===== config.mk =====
export PLATFORM = sky130hd
export DESIGN_NAME = scratchpad_ls_responder
export DESIGN_NICKNAME = d
export VERILOG_FILES = /design/src/rtl/matrix_ls_pkg.sv /design/src/rtl/mls_addr_gen.sv /design/src/rtl/scratchpad_ls_responder.sv
export SDC_FILE = /design/constraint.sdc
export NUM_CORES = 1
export LEC_CHECK = 0
export BUFFER_PORTS_ARGS = -buffer_cell sky130_fd_sc_hd__buf_2
export CORE_AREA = 10 10 121 123
export DETAILED_ROUTE_END_ITERATION = 12
export DIE_AREA = 0 0 131 133
export GPL_ROUTABILITY_DRIVEN = 0
export PLACE_DENSITY = 0.71
export RECOVER_POWER = 50
export SLEW_MARGIN = 5
export SYNTH_ARGS = -nofsm -noshare
export SYNTH_HDL_FRONTEND = slang
export SYNTH_HIERARCHICAL = 1
export SYNTH_SLANG_ARGS = --single-unit

===== constraint.sdc =====
create_clock -name CLK -period 3.3 [get_ports CLK]
set_input_delay 0.33 -clock CLK [delete_from_list [all_inputs] [get_ports CLK]]
set_output_delay 0.33 -clock CLK [all_outputs]
set_load 0.05 [all_outputs]

===== src/rtl/matrix_ls_pkg.sv =====
// Shared types and sizing for the matrix load/store path between the LS unit and the scratchpad.
package matrix_ls_pkg;

  localparam int unsigned MAT_ROWS    = 4;
  localparam int unsigned MAT_ROW_W   = 64;
  localparam int unsigned SPAD_ADDR_W = 11;
  localparam int unsigned MRF_REG_W   = 5;
  localparam int unsigned STRIDE_W    = 32;
  localparam int unsigned LS_W        = 2;
  localparam int unsigned ROW_IDX_W   = $clog2(MAT_ROWS);

  typedef enum logic [LS_W-1:0] {
    LS_NONE  = 2'b00,
    LS_LOAD  = 2'b01,
    LS_STORE = 2'b10
  } matls_op_t;

  typedef enum logic [1:0] {
    IDLE,
    REQ,
    DONE
  } mls_state_t;

  // Request fields the responder keeps for the whole matrix walk
  typedef struct packed {
    matls_op_t              op;
    logic [MRF_REG_W-1:0]   rd;
  } mls_cmd_t;

  function automatic logic is_mem_op(input logic [LS_W-1:0] ls);
    return (ls == LS_LOAD) || (ls == LS_STORE);
  endfunction

endpackage


===== src/rtl/mls_addr_gen.sv =====
// Row counter and running scratchpad address for one strided matrix walk.
module mls_addr_gen
  import matrix_ls_pkg::*;
(
  input  logic                   clk,
  input  logic                   rst,
  input  logic                   load,
  input  logic                   advance,
  input  logic [SPAD_ADDR_W-1:0] base,
  input  logic [SPAD_ADDR_W-1:0] stride,
  output logic [SPAD_ADDR_W-1:0] addr,
  output logic [ROW_IDX_W-1:0]   row,
  output logic                   last
);

  logic [SPAD_ADDR_W-1:0] stride_q;

  // Address arithmetic wraps naturally at the scratchpad size
  always_ff @(posedge clk or posedge rst) begin
    if (rst) begin
      addr     <= '0;
      row      <= '0;
      stride_q <= '0;
    end else if (load) begin
      addr     <= base;
      row      <= '0;
      stride_q <= stride;
    end else if (advance) begin
      addr     <= addr + stride_q;
      row      <= row + ROW_IDX_W'(1);
    end
  end

  assign last = (row == ROW_IDX_W'(MAT_ROWS - 1));

endmodule


===== src/rtl/scratchpad_ls_responder.sv =====
// Scratchpad-side responder: walks MAT_ROWS strided SRAM rows per LS request and signals completion on mhit.
module scratchpad_ls_responder
  import matrix_ls_pkg::*;
(
  input  logic                   CLK,
  input  logic                   RST,
  input  logic                   req_valid,
  input  logic [LS_W-1:0]        req_ls,
  input  logic [MRF_REG_W-1:0]   req_rd,
  input  logic [SPAD_ADDR_W-1:0] req_addr,
  input  logic [STRIDE_W-1:0]    req_stride,
  output logic                   mhit,
  output logic                   busy,
  output logic                   sram_ren,
  output logic                   sram_wen,
  output logic [SPAD_ADDR_W-1:0] sram_addr,
  output logic [MAT_ROW_W-1:0]   sram_wdata,
  input  logic [MAT_ROW_W-1:0]   sram_rdata,
  input  logic                   sram_ack,
  output logic [MRF_REG_W-1:0]   mrf_reg,
  output logic [ROW_IDX_W-1:0]   mrf_row,
  output logic                   mrf_wen,
  output logic [MAT_ROW_W-1:0]   mrf_wdata,
  input  logic [MAT_ROW_W-1:0]   mrf_rdata
);

  mls_state_t             state, next_state;
  mls_cmd_t               cmd_q;
  logic                   gen_load, gen_advance, gen_last;
  logic [SPAD_ADDR_W-1:0] gen_addr;
  logic [ROW_IDX_W-1:0]   gen_row;

  // Only the low address bits of the stride matter: the address space wraps
  logic unused_stride_bits;
  assign unused_stride_bits = ^req_stride[STRIDE_W-1:SPAD_ADDR_W];

  mls_addr_gen u_addr_gen (
    .clk     (CLK),
    .rst     (RST),
    .load    (gen_load),
    .advance (gen_advance),
    .base    (req_addr),
    .stride  (req_stride[SPAD_ADDR_W-1:0]),
    .addr    (gen_addr),
    .row     (gen_row),
    .last    (gen_last)
  );

  always_ff @(posedge CLK or posedge RST) begin
    if (RST) state <= IDLE;
    else     state <= next_state;
  end

  always_ff @(posedge CLK or posedge RST) begin
    if (RST)           cmd_q <= '0;
    else if (gen_load) cmd_q <= '{op: matls_op_t'(req_ls), rd: req_rd};
  end

  // Strobes and data paths are live only while REQ; everything else parks at zero
  always_comb begin
    next_state  = state;
    gen_load    = 1'b0;
    gen_advance = 1'b0;
    mhit        = 1'b0;
    busy        = 1'b0;
    sram_ren    = 1'b0;
    sram_wen    = 1'b0;
    sram_addr   = '0;
    sram_wdata  = '0;
    mrf_reg     = '0;
    mrf_row     = '0;
    mrf_wen     = 1'b0;
    mrf_wdata   = '0;
    case (state)
      IDLE: begin
        if (req_valid && is_mem_op(req_ls)) begin
          gen_load   = 1'b1;
          next_state = REQ;
        end
      end
      REQ: begin
        busy      = 1'b1;
        sram_addr = gen_addr;
        mrf_reg   = cmd_q.rd;
        mrf_row   = gen_row;
        if (cmd_q.op == LS_LOAD) begin
          sram_ren  = 1'b1;
          mrf_wen   = sram_ack;
          mrf_wdata = sram_rdata;
        end else begin
          sram_wen   = 1'b1;
          sram_wdata = mrf_rdata;
        end
        if (sram_ack) begin
          if (gen_last) next_state  = DONE;
          else          gen_advance = 1'b1;
        end
      end
      DONE: begin
        busy = 1'b1;
        mhit = 1'b1;
        // Initiator must drop req_valid before a new request can be seen
        if (!req_valid) next_state = IDLE;
      end
      default: next_state = IDLE;
    endcase
  end

endmodule


==> metrics.txt, run 1 <==
DRT Wirelength=approximately 15000 µm; final instance area=between 0.004 and 0.005 mm²; met3 wire length=about 1500 µm; setup TNS=0 ns; compound-gate portion of the synthesized area=a little under a tenth; final worst setup slack=around 0.58 ns; Vias/cell=4.32; cell taking the most area after synthesis=dfrtp_1; synthesized net count=555; final cell count without fillers=just over 800; f_max=367 MHz; Crit path largest cell delay=0.67 ns; core footprint=0.0124 mm²; drt wl/cell=18.1 µm; vias=around 3600; final period utilization=between 80 and 90%; I/O pin count=around 330; first drt pass iteration count=4; DRC viols=0; Seq cells post-synth=33; port bufs=just over 300; Clock Skew=roughly 0.0044 ns; Clock Path Buffers=2; Max Cap Violations=0; Worst VDD drop=roughly 600 µV; share of cells above drive strength 1=roughly 44%; highest routed layer=met5; CTS H-Tree Depth=2; pin count of the biggest net entering global routing=about 70; Final ANT Viol Nets=0; clock insertion delay at the later pin of the skew report=0.27 ns; pre-CTS WS=between 1 and 1.5 ns; # setup viols final=0; worst-path cell chain=inv_1 -> ha_1 -> clkbuf_2 -> and3_1 -> clkbuf_1; cts repair resizes=0; share of the synthesized area in the top cell type=between 20 and 30%; Post-Synthesis Cells=~360; FILL cells=~1300; Slowest cell on crit path=clkbuf_2; most common cell in the netlist=and2_1; final hold violation count=0; row count=41; Synth Area in Simple Gates=approximately 39%; total track usage=between 10% and 20%; crit path launch type=flop; Worst Path Class, Setup=reg -> out; Synthesis Warnings=6; Placement Cell Area=between 0.004 and 0.005 mm²; Slew Limit Headroom=37.9%; DR WL met2=between 7000 and 8000 µm; TritonCTS clock tree=built; Die Area=between 0.015 and 0.02 mm²; Area contributors post-synth=dfrtp_1, and2_1, and3_1, mux2_2, ha_1; Avg Cell Area, Syn=about 8 µm²; Multi-input gate area=between 0.0015 and 0.002 mm²; Nets=about 850; count of different cell masters after synthesis=36; CTS root buf=clkbuf_16; Post-synth EDFFs=0; initial drt markers=195; Worst-Margin Slew=a little over 0.9 ns; total power=4.46 mW; Area growth syn-to-layout=63.2%; chip width=between 100 and 150 µm; Critical Path AT=~2.4 ns; # hold bufs at CTS=0; remaining global-route overflow=0; first-pass GRT wire length=roughly 21000 µm; XOR/XNOR share of the synthesized area=between 2 and 3%; Most used DFF post-synth=dfrtp_1; crit path capture type=primary output; Post-synth top cells=and2_1, and3_1, dfrtp_1, clkbuf_1; vias in the first global route=3407; cell area after synthesis=a little under 0.003 mm²; largest family of logic cells by synthesized area=simple AND/OR/NAND/NOR gates; RSZ-0062 raised after global routing=no; outcome=completed; met1 wire length=5780 µm; sequential-to-total area share from yosys stat=between 20% and 30%; adder-cell share of the synthesized area=under 10%; register area=826 µm²; CTS sink cnt=33; die height=between 100 and 150 µm; dpl hpwl=12800 µm; Hold WC Path Type=in -> async; fraction of registers with async set/reset=100%; Leak=between 2 and 3 nW; worst path required time=between 2 and 3 ns; CTS buffer count=5; clk slew on worst S/H paths=about 0.050 ns; placed insts=around 820; Initial Util=23.7%; initial antenna violation count=5; mux cell area share after synthesis=between 7 and 8%; Setup Buffers After CTS=0; Slew Viols, Final=0; critical path peak fanout=between 60 and 70; power per cell area=934 mW/mm²; minimum clock period=2.72 ns
[final timing paths]
| kind | start | to | slack (ns) | depth (start not counted) |
|---|---|---|---|---|
| setup / recovery | state[1] | sram_wdata[25] | 0.58 | 5 |
| hold / removal | RST | cmd_q[6] | 0.03 | 2 |
| setup reg to reg | state[0] | u_addr_gen/stride_q[6] | 1.03 | 6 |
| hold reg to reg | cmd_q[1] | cmd_q[1] | 0.49 | 1 |
| max in group asynchronous | RST | u_addr_gen/row[1] | 2.46 | 2 |
| min in group CLK | req_addr[6] | u_addr_gen/addr[6] | 0.26 | 3 |
[per-stage QoR]
stage | utilization (%) | hold WS [ns]
after floorplan | - | 0.158
after global placement | 38.0 | 0.320
after detailed placement | 38.0 | 0.326
after CTS | 39.2 | 0.0326
after global routing | 38.6 | 0.0565
final | 38.6 | 0.0266
[logic make-up after synthesis]
family          Yosys count
flops                    33
xor+xnor                 10
mux                      21
fa+ha+maj                16
simple gates            188
buf+inv                  42
compound gates           47
[sequential cells by signal, summed over array words and instances (netlist names)]
register / flops
u_addr_gen/addr: 11
u_addr_gen/stride_q: 11
cmd_q: 7
state: 2
u_addr_gen/row: 2
[worst max-delay path: cells and delay by family, from the launching register on]
family / cells / cell delay [ns]
fa+ha+maj: 1 / 0.18
buf+inv: 3 / 1.29
flops: 1 / 0.37
simple gates: 1 / 0.27
[report_power, final]
part | internal (mW) | switching (mW)
Clock | 0.276 | 0.160
Combinational | 0.983 | 2.30
Sequential | 0.607 | 0.132
[final cells by class]
class	count	area share [%]
Tap cell	172	4.51
Multi-Input combinational cell	282	40.8
Timing Repair Buffer	315	33.3
Sequential cell	33	17.3
Clock inverter	2	0.210
Antenna cell	2	0.105
Clock buffer	6	2.70
Inverter	14	1.10
[metal layers]
layer,track usage (%),vias to the layer above
li1,-,1793
met1,18.1,1610
met2,26.5,144
met3,4.71,12
met4,2.78,6
met5,0,-
[cell usage in the layout (no fill, tap or decap), types with 2 or more instances in the layout]
master       n
buf_2      254
and2_1      85
and3_1      64
clkbuf_1    54
dfrtp_1     33
mux2_2      17
o21ai_0     17
a21oi_1     16
ha_1        15
inv_1       13
nand2_1     13
nor2_1       9
xnor2_1      6
clkbuf_16    5
buf_12       5
xor2_1       4
mux2i_1      4
nor3b_1      4
o21a_1       3
a21o_1       3
nand2b_1     3
nor2b_1      3
diode_2      2
nand3_1      2
clkinv_2     2
buf_4        2
Power figures use the tool's default switching activity.
==> inputs of run 2 (changes only) <==
Clock period 3.3 ns to 2.7 ns, I/O delays scaled along.
==> run 2 against run 1 <==
Via count is 0.48% higher. Flip-flop and latch count stayed put. Utilization is 0.47 points higher. Register-to-register slack lost 0.66 ns. Non-clock buffer count grew 4. Sequential share of layout area shrank 0.21 points. Global-route usage rose by 0.12 points. Highest routed layer unchanged. Clock power up 18%. Largest cell class unchanged. Critical endpoint is now sram_wdata[9]. Setup slack worse by 0.35 ns. Worst hold slack better by 0.19 ns. Sequential power is 22% higher.
==> metrics.txt, run 2 (synthesized netlist as in run 1, its figures left out) <==
most common cell after layout, fill and taps aside=buf_2 (unchanged); total power=5.48 mW (was 4.46 mW); combinational share of power=74.2% (was 73.6%); clk slew on worst S/H paths=0.05 ns (about the same); initial drt markers=177 (was 195); crit path capture type=primary output (unchanged); vias in the first global route=3453 (was 3407); CTS buffer count=5 (unchanged); Sw Ratio=57.7% (was 58.1%); worst-path cell chain=nand2b_4 -> clkbuf_2 -> and3_1 -> clkbuf_1 (was inv_1 -> ha_1 -> clkbuf_2 -> and3_1 -> clkbuf_1); Crit path largest cell delay=0.59 ns (was 0.67 ns); Worst-Margin Slew=0.937 ns (was 0.931 ns); setup TNS=0 ns (unchanged); Max Cap Violations=0 (unchanged); Area growth syn-to-layout=65.1% (was 63.2%); remaining global-route overflow=0 (unchanged); power per cell area=1130 mW/mm² (was 934 mW/mm²); final period utilization=around 91%; critical path peak fanout=48 (was 64); # setup viols final=0 (unchanged); CTS root buf=clkbuf_16 (unchanged); Final ANT Viol Nets=0 (unchanged); Worst Reg-to-Reg Cells=6 (unchanged); Slowest cell on crit path=clkbuf_2 (unchanged); Clk network pwr share=9.4% (was 9.8%); Sequential Power Share=16.4% (was 16.6%); clock insertion delay at the later pin of the skew report=0.27 ns (about the same); Worst VDD drop=720 µV (was 590 µV); Clock Path Buffers=2 (unchanged); Vias/cell=4.33 (was 4.32); Nets=853 (was 849); Hold WC Path Type=in -> reg (was in -> async); chip width=131 µm (unchanged); first drt pass iteration count=4 (unchanged); port bufs=311 (unchanged); die height=133 µm (unchanged); total track usage=15.4% (was 15.3%); share of cells above drive strength 1=49.1% (was 44.5%); vias=3582 (was 3565); first-pass GRT wire length=20900 µm (was 20800 µm); final hold violation count=0 (unchanged); Die Area=0.0174 mm² (unchanged); met1 Use GR=18.7% (was 18.1%); Critical Path AT=2.20 ns (was 2.39 ns); # hold bufs at CTS=1 (was 0); met3 Usage GRT=4.08% (was 4.71%); core footprint=0.0124 mm² (unchanged); worst path bufs/invs=2 (was 3); worst path required time=2.43 ns (was 2.97 ns); P_sw=3.16 mW (was 2.59 mW); cts repair resizes=0 (unchanged); hold path cells=3; Clock Skew=0.00324 ns (was 0.00436 ns); Initial Util=23.7% (unchanged); dpl hpwl=12900 µm (was 12800 µm); busiest grt layer=met2 (unchanged); Slew Limit Headroom=37.5% (was 37.9%); row count=41 (unchanged); FILL cells=1305 (was 1336); DRC viols=0 (unchanged); initial antenna violation count=3 (was 5); critical path depth=4 (was 5); delay-heaviest family, CP=buffers and inverters (unchanged); M2 GR Usage=26.9% (was 26.5%); I/O pin count=333 (unchanged); Leak=2.94 nW (was 2.81 nW); pin count of the biggest net entering global routing=66 (was 68); Int Power=2.31 mW (was 1.87 mW); DRT Wirelength=15000 µm (was 14900 µm); CTS sink cnt=33 (unchanged); drt wl/cell=18.1 µm (about the same); minimum clock period=~2.5 ns; Largest regs=u_addr_gen/addr: 11 flops, u_addr_gen/stride_q: 11 flops, cmd_q: 7 flops (unchanged); RSZ-0062 raised after global routing=no (unchanged); outcome=completed (unchanged); Worst Path Class, Setup=reg -> out (unchanged); commonest cells after routing, fill and taps aside=buf_2, and2_1, and3_1, dfrtp_1, clkbuf_1 (was buf_2, and2_1, and3_1, clkbuf_1, dfrtp_1); CTS H-Tree Depth=2 (unchanged); crit path launch type=flop (unchanged); Setup Buffers After CTS=0 (unchanged); Slew Viols, Final=0 (unchanged); TritonCTS clock tree=built (unchanged); f_max=about 400 MHz
[run 2: changes by cell type in the layout (fill, tap and decap cells not counted), sizes merged]
cell,before,now
buf,261,285
clkbuf,60,38
clkinv,2,1
dlygate4sd3,0,1
[run 2: per-stage QoR]
step                hold slack, ns  std cells  util (%)  setup WS, ns  cell area, µm²
finish                       0.212        828      39.1         0.231            4830
global placement             0.264        819      38.2         0.494            4730
global route                 0.223        827      39.1         0.113            4830
floorplan                   0.0979        357         -         0.307            2930
CTS                          0.210        826      39.4         0.373            4870
detailed placement           0.274        819      38.2         0.461            4730
[run 2: cell type report]
cell class                 count  area, µm²  share of cell area [%]
antenna                        2       5.00                   0.104
clock buffer                   5        125                    2.59
clock inverter                 1       5.00                   0.104
inverter                      14       52.6                    1.09
multi-input combinational    282       1950                    40.3
sequential                    33        826                    17.1
tap                          172        215                    4.45
timing repair buffer         319       1660                    34.3
[run 2: power groups by stage]
stage / Combinational (mW) / Sequential, mW / Clock, mW
final: 4.07 / 0.899 / 0.514
after global routing: 4.35 / 0.936 / 0.556
after CTS: 4.11 / 0.901 / 0.534
after detailed placement: 4.09 / 0.909 / 0
after global placement: 4.07 / 0.898 / 0
after floorplan: 3.17 / 0.857 / 0
[run 2: path summary, 6_finish.rpt]
| kind | to | startpoint | slack (ns) |
|---|---|---|---|
| max in group asynchronous | u_addr_gen/stride_q[4] | RST | 1.35 |
| min in group asynchronous | cmd_q[6] | RST | 0.52 |
| hold / removal | u_addr_gen/addr[0] | req_addr[0] | 0.21 |
| setup reg to reg | u_addr_gen/stride_q[0] | state[0] | 0.37 |
| hold reg to reg | cmd_q[2] | cmd_q[2] | 0.50 |
| setup / recovery | sram_wdata[9] | cmd_q[5] | 0.23 |
[run 2: worst register-to-register path: stages (launching register included)]
cell and delay, ns:
dfrtp_1 0.39, inv_1 0.10, ha_1 0.20, nand3_1 0.34, inv_1 0.35, clkbuf_1 0.44, mux2_2 0.39
[run 2: metal layers]
layer,wire [µm],vias up
met5,28,-
li1,-,1797
met3,1400,13
met4,108,4
met2,7460,165
met1,6010,1603
